File: config.mk
export PLATFORM = sky130hd
export DESIGN_NAME = msg_beat_arbiter
export DESIGN_NICKNAME = d
export VERILOG_FILES = /design/src/rtl/msg_arb_pkg.sv /design/src/rtl/msg_rr_pick.sv /design/src/rtl/msg_beat_arbiter.sv
export SDC_FILE = /design/constraint.sdc
export NUM_CORES = 1
export LEC_CHECK = 0
export ABC_AREA = 1
export BUFFER_PORTS_ARGS = -buffer_cell sky130_fd_sc_hd__buf_4
export CORE_MARGIN = 1
export CORE_UTILIZATION = 43
export CTS_BUF_LIST = sky130_fd_sc_hd__clkbuf_4 sky130_fd_sc_hd__clkbuf_8 sky130_fd_sc_hd__clkbuf_16
export DETAILED_ROUTE_END_ITERATION = 6
export PLACE_DENSITY = 0.82
export SLEW_MARGIN = 10
export SYNTH_ARGS = -nofsm -noshare
export SYNTH_HDL_FRONTEND = slang
export SYNTH_SLANG_ARGS = --single-unit
File: constraint.sdc
create_clock -name CLK -period 2.4 [get_ports CLK]
set_input_delay 0.6 -clock CLK [delete_from_list [all_inputs] [get_ports CLK]]
set_output_delay 0.6 -clock CLK [all_outputs]
set_load 0.005 [all_outputs]
File: src/rtl/msg_arb_pkg.sv
// Shared types and constants for the message beat arbiter.
package msg_arb_pkg;

    typedef enum logic {
        IDLE,
        LOCKED
    } arb_state_e;

    // Completed-message counter width; the counter wraps naturally.
    localparam int unsigned MsgCountW = 16;

    // Width of a requester index; never narrower than one bit.
    function automatic int unsigned id_width(int unsigned n);
        return (n > 2) ? $clog2(n) : 1;
    endfunction

endpackage

File: src/rtl/msg_rr_pick.sv
// Round-robin picker: first set req bit at or above ptr, wrapping around.
module msg_rr_pick import msg_arb_pkg::*; #(
    parameter int unsigned N   = 4,
    parameter int unsigned IdW = id_width(N)
) (
    input  logic [N-1:0]   req_i,
    input  logic [IdW-1:0] ptr_i,
    output logic           found_o,
    output logic [IdW-1:0] idx_o
);

    int unsigned j;

    // Scan offsets from far to near so the nearest hit to ptr wins.
    always_comb begin
        found_o = 1'b0;
        idx_o   = '0;
        j       = 0;
        for (int k = N - 1; k >= 0; k--) begin
            j = (int'(ptr_i) + k) % N;
            if (req_i[j]) begin
                found_o = 1'b1;
                idx_o   = IdW'(j);
            end
        end
    end

endmodule

File: src/rtl/msg_beat_arbiter.sv
// Round-robin arbiter sharing one EN/RDY beat channel among N producers.
// The grant is held for a whole message; a beat watchdog forces release.
module msg_beat_arbiter import msg_arb_pkg::*; #(
    parameter int unsigned N        = 4,
    parameter int unsigned width    = 32,
    parameter int unsigned maxBeats = 256,
    localparam int unsigned idW     = id_width(N)
) (
    input  logic                 CLK,
    input  logic                 RST_N,
    input  logic [N-1:0]         req,
    input  logic [N-1:0]         EN_in,
    input  logic [N*width-1:0]   beat_in,
    input  logic [N-1:0]         last_in,
    output logic [N-1:0]         RDY_in,
    output logic                 EN_out,
    output logic [width-1:0]     beat_out,
    output logic                 last_out,
    input  logic                 RDY_out,
    output logic                 grant_valid,
    output logic [idW-1:0]       grant_id,
    output logic                 err_overrun,
    output logic [MsgCountW-1:0] msg_count
);

    localparam int unsigned CntW = $clog2(maxBeats + 1);

    arb_state_e           state_q, state_d;
    logic [idW-1:0]       ptr_q, ptr_d;
    logic [idW-1:0]       grant_id_q, grant_id_d;
    logic [CntW-1:0]      cnt_q, cnt_d;
    logic [MsgCountW-1:0] msg_count_q, msg_count_d;
    logic                 err_overrun_q, err_overrun_d;

    logic           pick_found;
    logic [idW-1:0] pick_idx;
    logic [idW-1:0] next_ptr;
    logic           xfer;

    msg_rr_pick #(
        .N   (N),
        .IdW (idW)
    ) u_pick (
        .req_i   (req),
        .ptr_i   (ptr_q),
        .found_o (pick_found),
        .idx_o   (pick_idx)
    );

    assign xfer     = (state_q == LOCKED) && EN_in[grant_id_q] && RDY_out;
    assign next_ptr = (grant_id_q == idW'(N - 1)) ? '0 : grant_id_q + 1'b1;

    // Channel mux: only the owner sees RDY, only its beat reaches the consumer.
    always_comb begin
        RDY_in   = '0;
        EN_out   = xfer;
        beat_out = '0;
        last_out = 1'b0;
        if (state_q == LOCKED) begin
            RDY_in[grant_id_q] = RDY_out;
        end
        if (xfer) begin
            beat_out = beat_in[grant_id_q*width +: width];
            last_out = last_in[grant_id_q];
        end
    end

    // Next state: arbitrate in IDLE, count beats and release in LOCKED.
    always_comb begin
        state_d       = state_q;
        ptr_d         = ptr_q;
        grant_id_d    = grant_id_q;
        cnt_d         = cnt_q;
        msg_count_d   = msg_count_q;
        err_overrun_d = 1'b0;
        unique case (state_q)
            IDLE: begin
                if (pick_found) begin
                    grant_id_d = pick_idx;
                    cnt_d      = '0;
                    state_d    = LOCKED;
                end
            end
            LOCKED: begin
                if (xfer) begin
                    if (last_in[grant_id_q]) begin
                        msg_count_d = msg_count_q + 1'b1;
                        ptr_d       = next_ptr;
                        cnt_d       = '0;
                        state_d     = IDLE;
                    end else if (cnt_q == CntW'(maxBeats - 1)) begin
                        // This was the maxBeats-th beat without last: force release.
                        err_overrun_d = 1'b1;
                        ptr_d         = next_ptr;
                        cnt_d         = '0;
                        state_d       = IDLE;
                    end else begin
                        cnt_d = cnt_q + 1'b1;
                    end
                end
            end
        endcase
    end

    // State and registered outputs; synchronous active-low reset.
    always_ff @(posedge CLK) begin
        if (!RST_N) begin
            state_q       <= IDLE;
            ptr_q         <= '0;
            grant_id_q    <= '0;
            cnt_q         <= '0;
            msg_count_q   <= '0;
            err_overrun_q <= 1'b0;
        end else begin
            state_q       <= state_d;
            ptr_q         <= ptr_d;
            grant_id_q    <= grant_id_d;
            cnt_q         <= cnt_d;
            msg_count_q   <= msg_count_d;
            err_overrun_q <= err_overrun_d;
        end
    end

    assign grant_valid = (state_q == LOCKED);
    assign grant_id    = grant_id_q;
    assign err_overrun = err_overrun_q;
    assign msg_count   = msg_count_q;

endmodule

## After elaboration in Yosys (flattened, before gate mapping)

Cells that the tools add are included.

| storage, ports and cells | value |
|---|---|
| register bits after elaboration | 31 |
| output and inout port bits | 58 |

| operators by class | value |
|---|---|
| add/sub/neg operators | 6 |
| $lt $le $gt $ge | 6 |
| equality and inequality tests | 4 |
| shift operators | 1 |
| mux-type cells | 39 |
| bitwise gates (word level) | 4 |
| reduce and logical (&&, ||, !) cells | 9 |

Operators with widths:

| operator | count |
|---|---|
| variable part select 128 x 8 -> 32 bit | 1 |
| 2-to-1 mux 9 bit | 4 |
| 2-to-1 mux 32 bit | 1 |
| one-hot mux 9 bit (2 select lines) | 1 |
| 2-to-1 mux 1 bit | 17 |
| adder 16 x 1 -> 16 bit, second input constant | 1 |
| less-than comparator 2 x 3 -> 1 bit, second input constant | 5 |
| 2-to-1 mux 2 bit | 7 |
| binary-select mux 1 bit (select 2 bit) | 6 |
| adder 9 x 1 -> 9 bit, second input constant | 1 |
| equality test 9 x 8 -> 1 bit, second input constant | 1 |
| AND reduction 3 bit | 2 |
| adder 2 x 1 -> 2 bit, second input constant | 2 |
| adder 2 bit, second input constant | 2 |
| AND 4 bit | 1 |
| 2-to-1 mux 4 bit | 1 |
| != test 2 bit, second input constant | 2 |
| AND reduction 2 bit | 2 |
| OR reduction 4 bit | 1 |
| logical AND 1 bit | 3 |
| inverter 1 bit | 3 |
| demux 1 bit (select 2 bit) | 1 |
| equality test 2 bit, second input constant | 1 |
| greater-or-equal comparator 2 x 1 -> 1 bit, second input constant | 1 |
| other kinds (2) | 2 |

## Logic depth before layout (Yosys ltp)

| logic depth | value |
|---|---|
| depth after elaboration | 9 |
| gate-level depth with buffers | 12 |

## Modules after synthesis

Synthesis repeated with hierarchy kept, for this count alone.

| unflattened totals | value |
|---|---|
| cells, all modules | 593 |
| area, all modules | 3,205.6 um2 |

By module, submodules not included:

| module | times used | cells an instance | area an instance (um2) |
|---|---|---|---|
| msg_beat_arbiter | 1 | 547 | 2,992.9 |
| msg_rr_pick | 1 | 46 | 212.7 |

## Worst setup path after synthesis

No wires, ideal clock.

| path | value |
|---|---|
| path type | reg-to-output |
| start | register grant_id_q[0], in the netlist grant_id[0] |
| end | output port RDY_in[0] |
| data arrival time | 1.337 ns |
| data required time | 1.800 ns |
| slack | 0.463 ns |
| cell stages (with the launch flop) | 7 |
| path buffers | 2 |
| path through | dfxtp_1 > inv_2 > clkbuf_1 > clkbuf_1 > ha_1 > inv_1 > nor2_1 |

| on the way | value |
|---|---|
| cells in the longest elaborated chain, start to end | 6 |

RTL lines:

| what | RTL line | text |
|---|---|---|
| start, declared | msg_beat_arbiter.sv:30 | `logic [idW-1:0] grant_id_q, grant_id_d;` |
| start signal, assigned | msg_beat_arbiter.sv:117 | `grant_id_q <= grant_id_d;` |
| less-than comparator 2 x 3 -> 1 bit (not written as such) / greater-or-equal comparator 2 x 1 -> 1 bit (equally long branches) | msg_beat_arbiter.sv:60 | `RDY_in[grant_id_q] = RDY_out;` |
| logical AND 1 bit (not written as such) | msg_beat_arbiter.sv:60 |  |
| 2-to-1 mux 1 bit (not written as such) | msg_beat_arbiter.sv:60 |  |
| demux 1 bit (select 2 bit) (*) | msg_beat_arbiter.sv:60 |  |
| AND 4 bit (no source line) (*) | - |  |
| 2-to-1 mux 4 bit (*) | msg_beat_arbiter.sv:59 | `if (state_q == LOCKED) begin` |
| end, declared | msg_beat_arbiter.sv:15 | `output logic [N-1:0] RDY_in,` |

Mark *: on every way between the ends. The rest lies on a longest branch, timed or not.

## Worst setup path in the final report

| path | value |
|---|---|
| start | register grant_id_q[0], in the netlist grant_id[0] |
| end | output port beat_out[19] |

| on the way | value |
|---|---|
| cells in the longest elaborated chain, start to end | 5 |

RTL lines:

| what | RTL line | text |
|---|---|---|
| branches (longest 4 deep; another with variable part select 128 x 8 -> 32 bit) | - |  |
| 2-to-1 mux 32 bit (*) | msg_beat_arbiter.sv:62 | `if (xfer) begin` |
| end, declared | msg_beat_arbiter.sv:17 | `output logic [width-1:0] beat_out,` |

Mark *: on every way between the ends. The select of a mux whose other input is x is not followed.

==> Flow_metrics.wiki <==
{| class="wikitable"
! Metric !! Value
|-
| Outcome || finished clean
|-
| Period minus WS final || 2.29 ns
|-
| Root cell of the clock tree || clkbuf_8
|-
| Parity-gate share of the synthesized area counting xor and xnor cells || 2.57%
|-
| Critical Path End Type || output pin
|-
| Most frequently used cell type in the post-synthesis netlist || nor2_1
|-
| Vias per inst || 5.04
|-
| Die outline area || 0.00749 mm2
|-
| DPL Wire Length || 9.40 mm
|-
| Weighted congestion at the end of routability-driven global placement || 0.925
|-
| Share of the synthesized area in compound gates (AO/OA/AOI/OAI) || a little over a fifth
|-
| Cell type with the largest total area after synthesis || dfxtp_1
|-
| Register area || 622 um2
|-
| Final sum of negative setup slack || 0 ns
|-
| Effective utilization at floorplan || about 45%
|-
| Boundary Pins || 201
|-
| First-iteration detailed-routing DRC count || 311
|-
| Num CTS Buffers || 5
|-
| Number of filler instances in the final layout || roughly 640
|-
| Number of global-route vias before repair || 3835
|-
| Met2 usage in global routing || 54.0%
|-
| Share of post-route cells with drive strength above 1 || 30.3%
|-
| Remaining global-route overflow || 0
|-
| Synth Warn # || 0
|-
| Met3 usage || 4.57%
|-
| Setup repair after global routing missed its margin || false
|-
| Total of buffers placed on input and output ports || 200
|-
| Synthesized netlist net count || 730
|-
| Most used routing layer in global routing || met2
|-
| Worst hold slack || 0.483 ns
|-
| Sinks on Clock Net || 31
|-
| Final Setup Violations || 0
|-
| Worst Path Arrival || 1.69 ns
|-
| Worst stage delay on the critical path || 0.38 ns
|-
| Proportion of netlist area held by the largest area contributor || 20.2%
|-
| Max H-tree Level || 2
|-
| Power density over the cells || 369 mW/mm2
|-
| Gate family responsible for the most delay along the worst path || buffers and inverters
|-
| Leading cell types by total area after synthesis || dfxtp_1 20%, nor2_1 20%, nand2_1 15%
|-
| First-pass GRT wire length || 18.0 mm
|-
| Layout net count || around 920
|-
| Maximum fanout along the worst path || 43
|-
| Latest clock arrival within the worst-skew pair || slightly below 0.3 ns
|-
| Leakage Power || around 2.3 nW
|-
| Pin slew with the least headroom to its limit || 0.459 ns
|-
| Post-Syn Instances || 581
|-
| Worst min-delay path category || flop to flop
|-
| Maximum ir drop on the vdd rail || 0.000276 V
|-
| Required time of the critical path || 1.80 ns
|-
| Max_cap viols || 0
|-
| Fmax achieved || 0.436 GHz
|-
| Multi-input gate area in the final layout || 0.00212 mm2
|-
| Post-Syn Area per Cell || 5.29 um2
|-
| Count of nets left with antenna violations after detail routing || 0
|-
| Critical path buffers and inverters || 3
|-
| Async S/R FF share, synth || 0%
|-
| Maximum buffer depth of the clock tree || 2
|-
| Number of hold buffers added after cts || 0
|-
| Setup repair bufs after CTS || 0
|-
| Register bit total from synthesis || 31
|-
| Top cells by instance count after synthesis || 165 x nor2_1, 121 x nand2_1, 72 x o21ai_0, 54 x a21oi_1, 41 x inv_1
|-
| Mapped cell area || 0.00307 mm2
|-
| Classification of the worst setup path || flop to output pin
|-
| Cells traversed along the worst timing path || buf_12 > nand2_1 > nand3_1 > nand2_1 > nand2_2 > buf_4 > a21oi_1 > buf_4
|-
| Highest-delay cell along the critical path || dfxtp_2
|-
| CTS clock-pin slew for the worst setup and hold paths || 0.06 ns
|-
| Horizontal die dimension || between 80 and 90 um
|-
| Routed Wire Length || 11.9 mm
|-
| Die span in y || 86.5 um
|-
| Synth Area in Adders || 2.44%
|-
| Number of DRC violations after detailed routing || 0
|-
| Max-slew headroom at the worst pin || 69.2%
|-
| Area of the core || around 0.0068 mm2
|-
| DR WL/cell || between 10 and 15 um
|-
| Main combinational cell family by area after synthesis || simple AND/OR/NAND/NOR gates
|-
| Pins over their slew limit || 0
|-
| Placement Rows || 30
|-
| Maximum number of pins on one net before global-route repair || 44
|-
| Clock tree from TritonCTS || built
|-
| Top flip-flop cell by instance count after synthesis || dfxtp_1
|-
| DRT Pass-1 Iters || 5
|-
| Via count || around 4.4k
|-
| GR Layer Usage met1 || 37.0%
|-
| Share of the yosys chip area belonging to registers || about a fifth
|-
| Number of synthesized flops with an enable pin || 0
|-
| Final cycle utilization of the critical path || 95.5%
|-
| Area added between synthesis and finish || 54.7%
|-
| Simple-Gate Fraction of Synth Area || 42.6%
|-
| Final Hold Viols || 0
|-
| Number of library cell types mapped by synthesis || 26
|-
| Startpoint type of the worst setup path || flop
|-
| Number of diodes || 0
|-
| Overall track demand over capacity in global routing || 30.3%
|-
| Initial antenna violation count || 0
|-
| Layout Skew || 0.00694 ns
|-
| Share of synthesized area spent on multiplexers || 0%
|}
## metal layers
metal	part of all wire [%]	vias up
met5	0	-
met3	7.6	29
met1	40	1932
met4	2.7	0
li1	-	2234
met2	50	172
## through the flow
| step | worst slack (ns) | cell area, um2 | std cells | util (%) | total power [mW] |
|---|---|---|---|---|---|
| floorplan | 0.463 | 3070 | 581 | - | 0.980 |
| global placement | 0.288 | 4660 | 859 | 68.2 | 1.32 |
| detailed placement | 0.272 | 4660 | 859 | 68.2 | 1.34 |
| CTS | 0.117 | 4750 | 866 | 69.5 | 1.76 |
| global route | 0.0207 | 4750 | 866 | 69.6 | 1.87 |
| finish | 0.107 | 4750 | 866 | 69.6 | 1.76 |
## layout make-up
cell class / instances / area share, %
multi-input cells: 473 / 44.7
repair buffers: 213 / 34.2
flip-flops and latches: 31 / 13.1
inverters: 46 / 3.69
well taps: 96 / 2.53
clock buffers: 6 / 1.74
clock inverters: 1 / 0.105
## cell families (layout without fill, tap and decap cells)
group / Yosys count / count (layout)
xor gates and xnor gates: 9 / 9
buffers and inverters: 77 / 266
adders and majority gates: 6 / 6
AOI/OAI and AO/OA: 130 / 130
DFF: 31 / 31
and+or+nand+nor: 328 / 328
## worst paths after layout
path | depth (start not counted) | slack, ns | from | end
worst min-delay path | 2 | 0.48 | cnt_q[2] | cnt_q[2]
worst max register to register | 11 | 0.42 | grant_id[0] | msg_count[11]
worst min register to register | 2 | 0.48 | cnt_q[2] | cnt_q[2]
worst max-delay path | 8 | 0.11 | grant_id[0] | beat_out[19]
## registers in the layout, indices dropped and copies added (netlist names)
register,count
msg_count,16
err_overrun,1
grant_valid,1
grant_id,2
ptr_q,2
cnt_q,9
## report_power, final
group          total [mW]  internal, mW  leakage, nW  switching (mW)
sequential          0.548         0.531        0.251          0.0177
clock               0.419         0.225       0.0470           0.194
combinational       0.789         0.369         2.04           0.420
## worst register-to-register path, delay by kind of cell, from the launching register on
kind | cells | cell delay (ns)
AO/OA/AOI/OAI | 1 | 0.15
AND/OR/NAND/NOR | 6 | 0.49
flip-flops | 1 | 0.38
buffers and inverters | 4 | 0.88
## what timing repair did
| action | in CTS | in global routing |
|---|---|---|
| endpoints found under the hold margin | 0 | 0 |
| gates resized for setup | 0 | 2 |
| setup endpoints to repair | 0 | 22 |
## placed cells by master, fill, tap and decap left out, drive strengths merged
cell,n
nand2,124
clkinv,2
xor2,6
inv,45
dfxtp,31
nand4,7
xnor2,3
nor3,4
or2,1
nor3b,1
o21ai,73
a21oi,57
nand3,24
clkbuf,6
nor2,166
ha,6
buf,213
nor4,1
(Power assumes the default switching activity.)
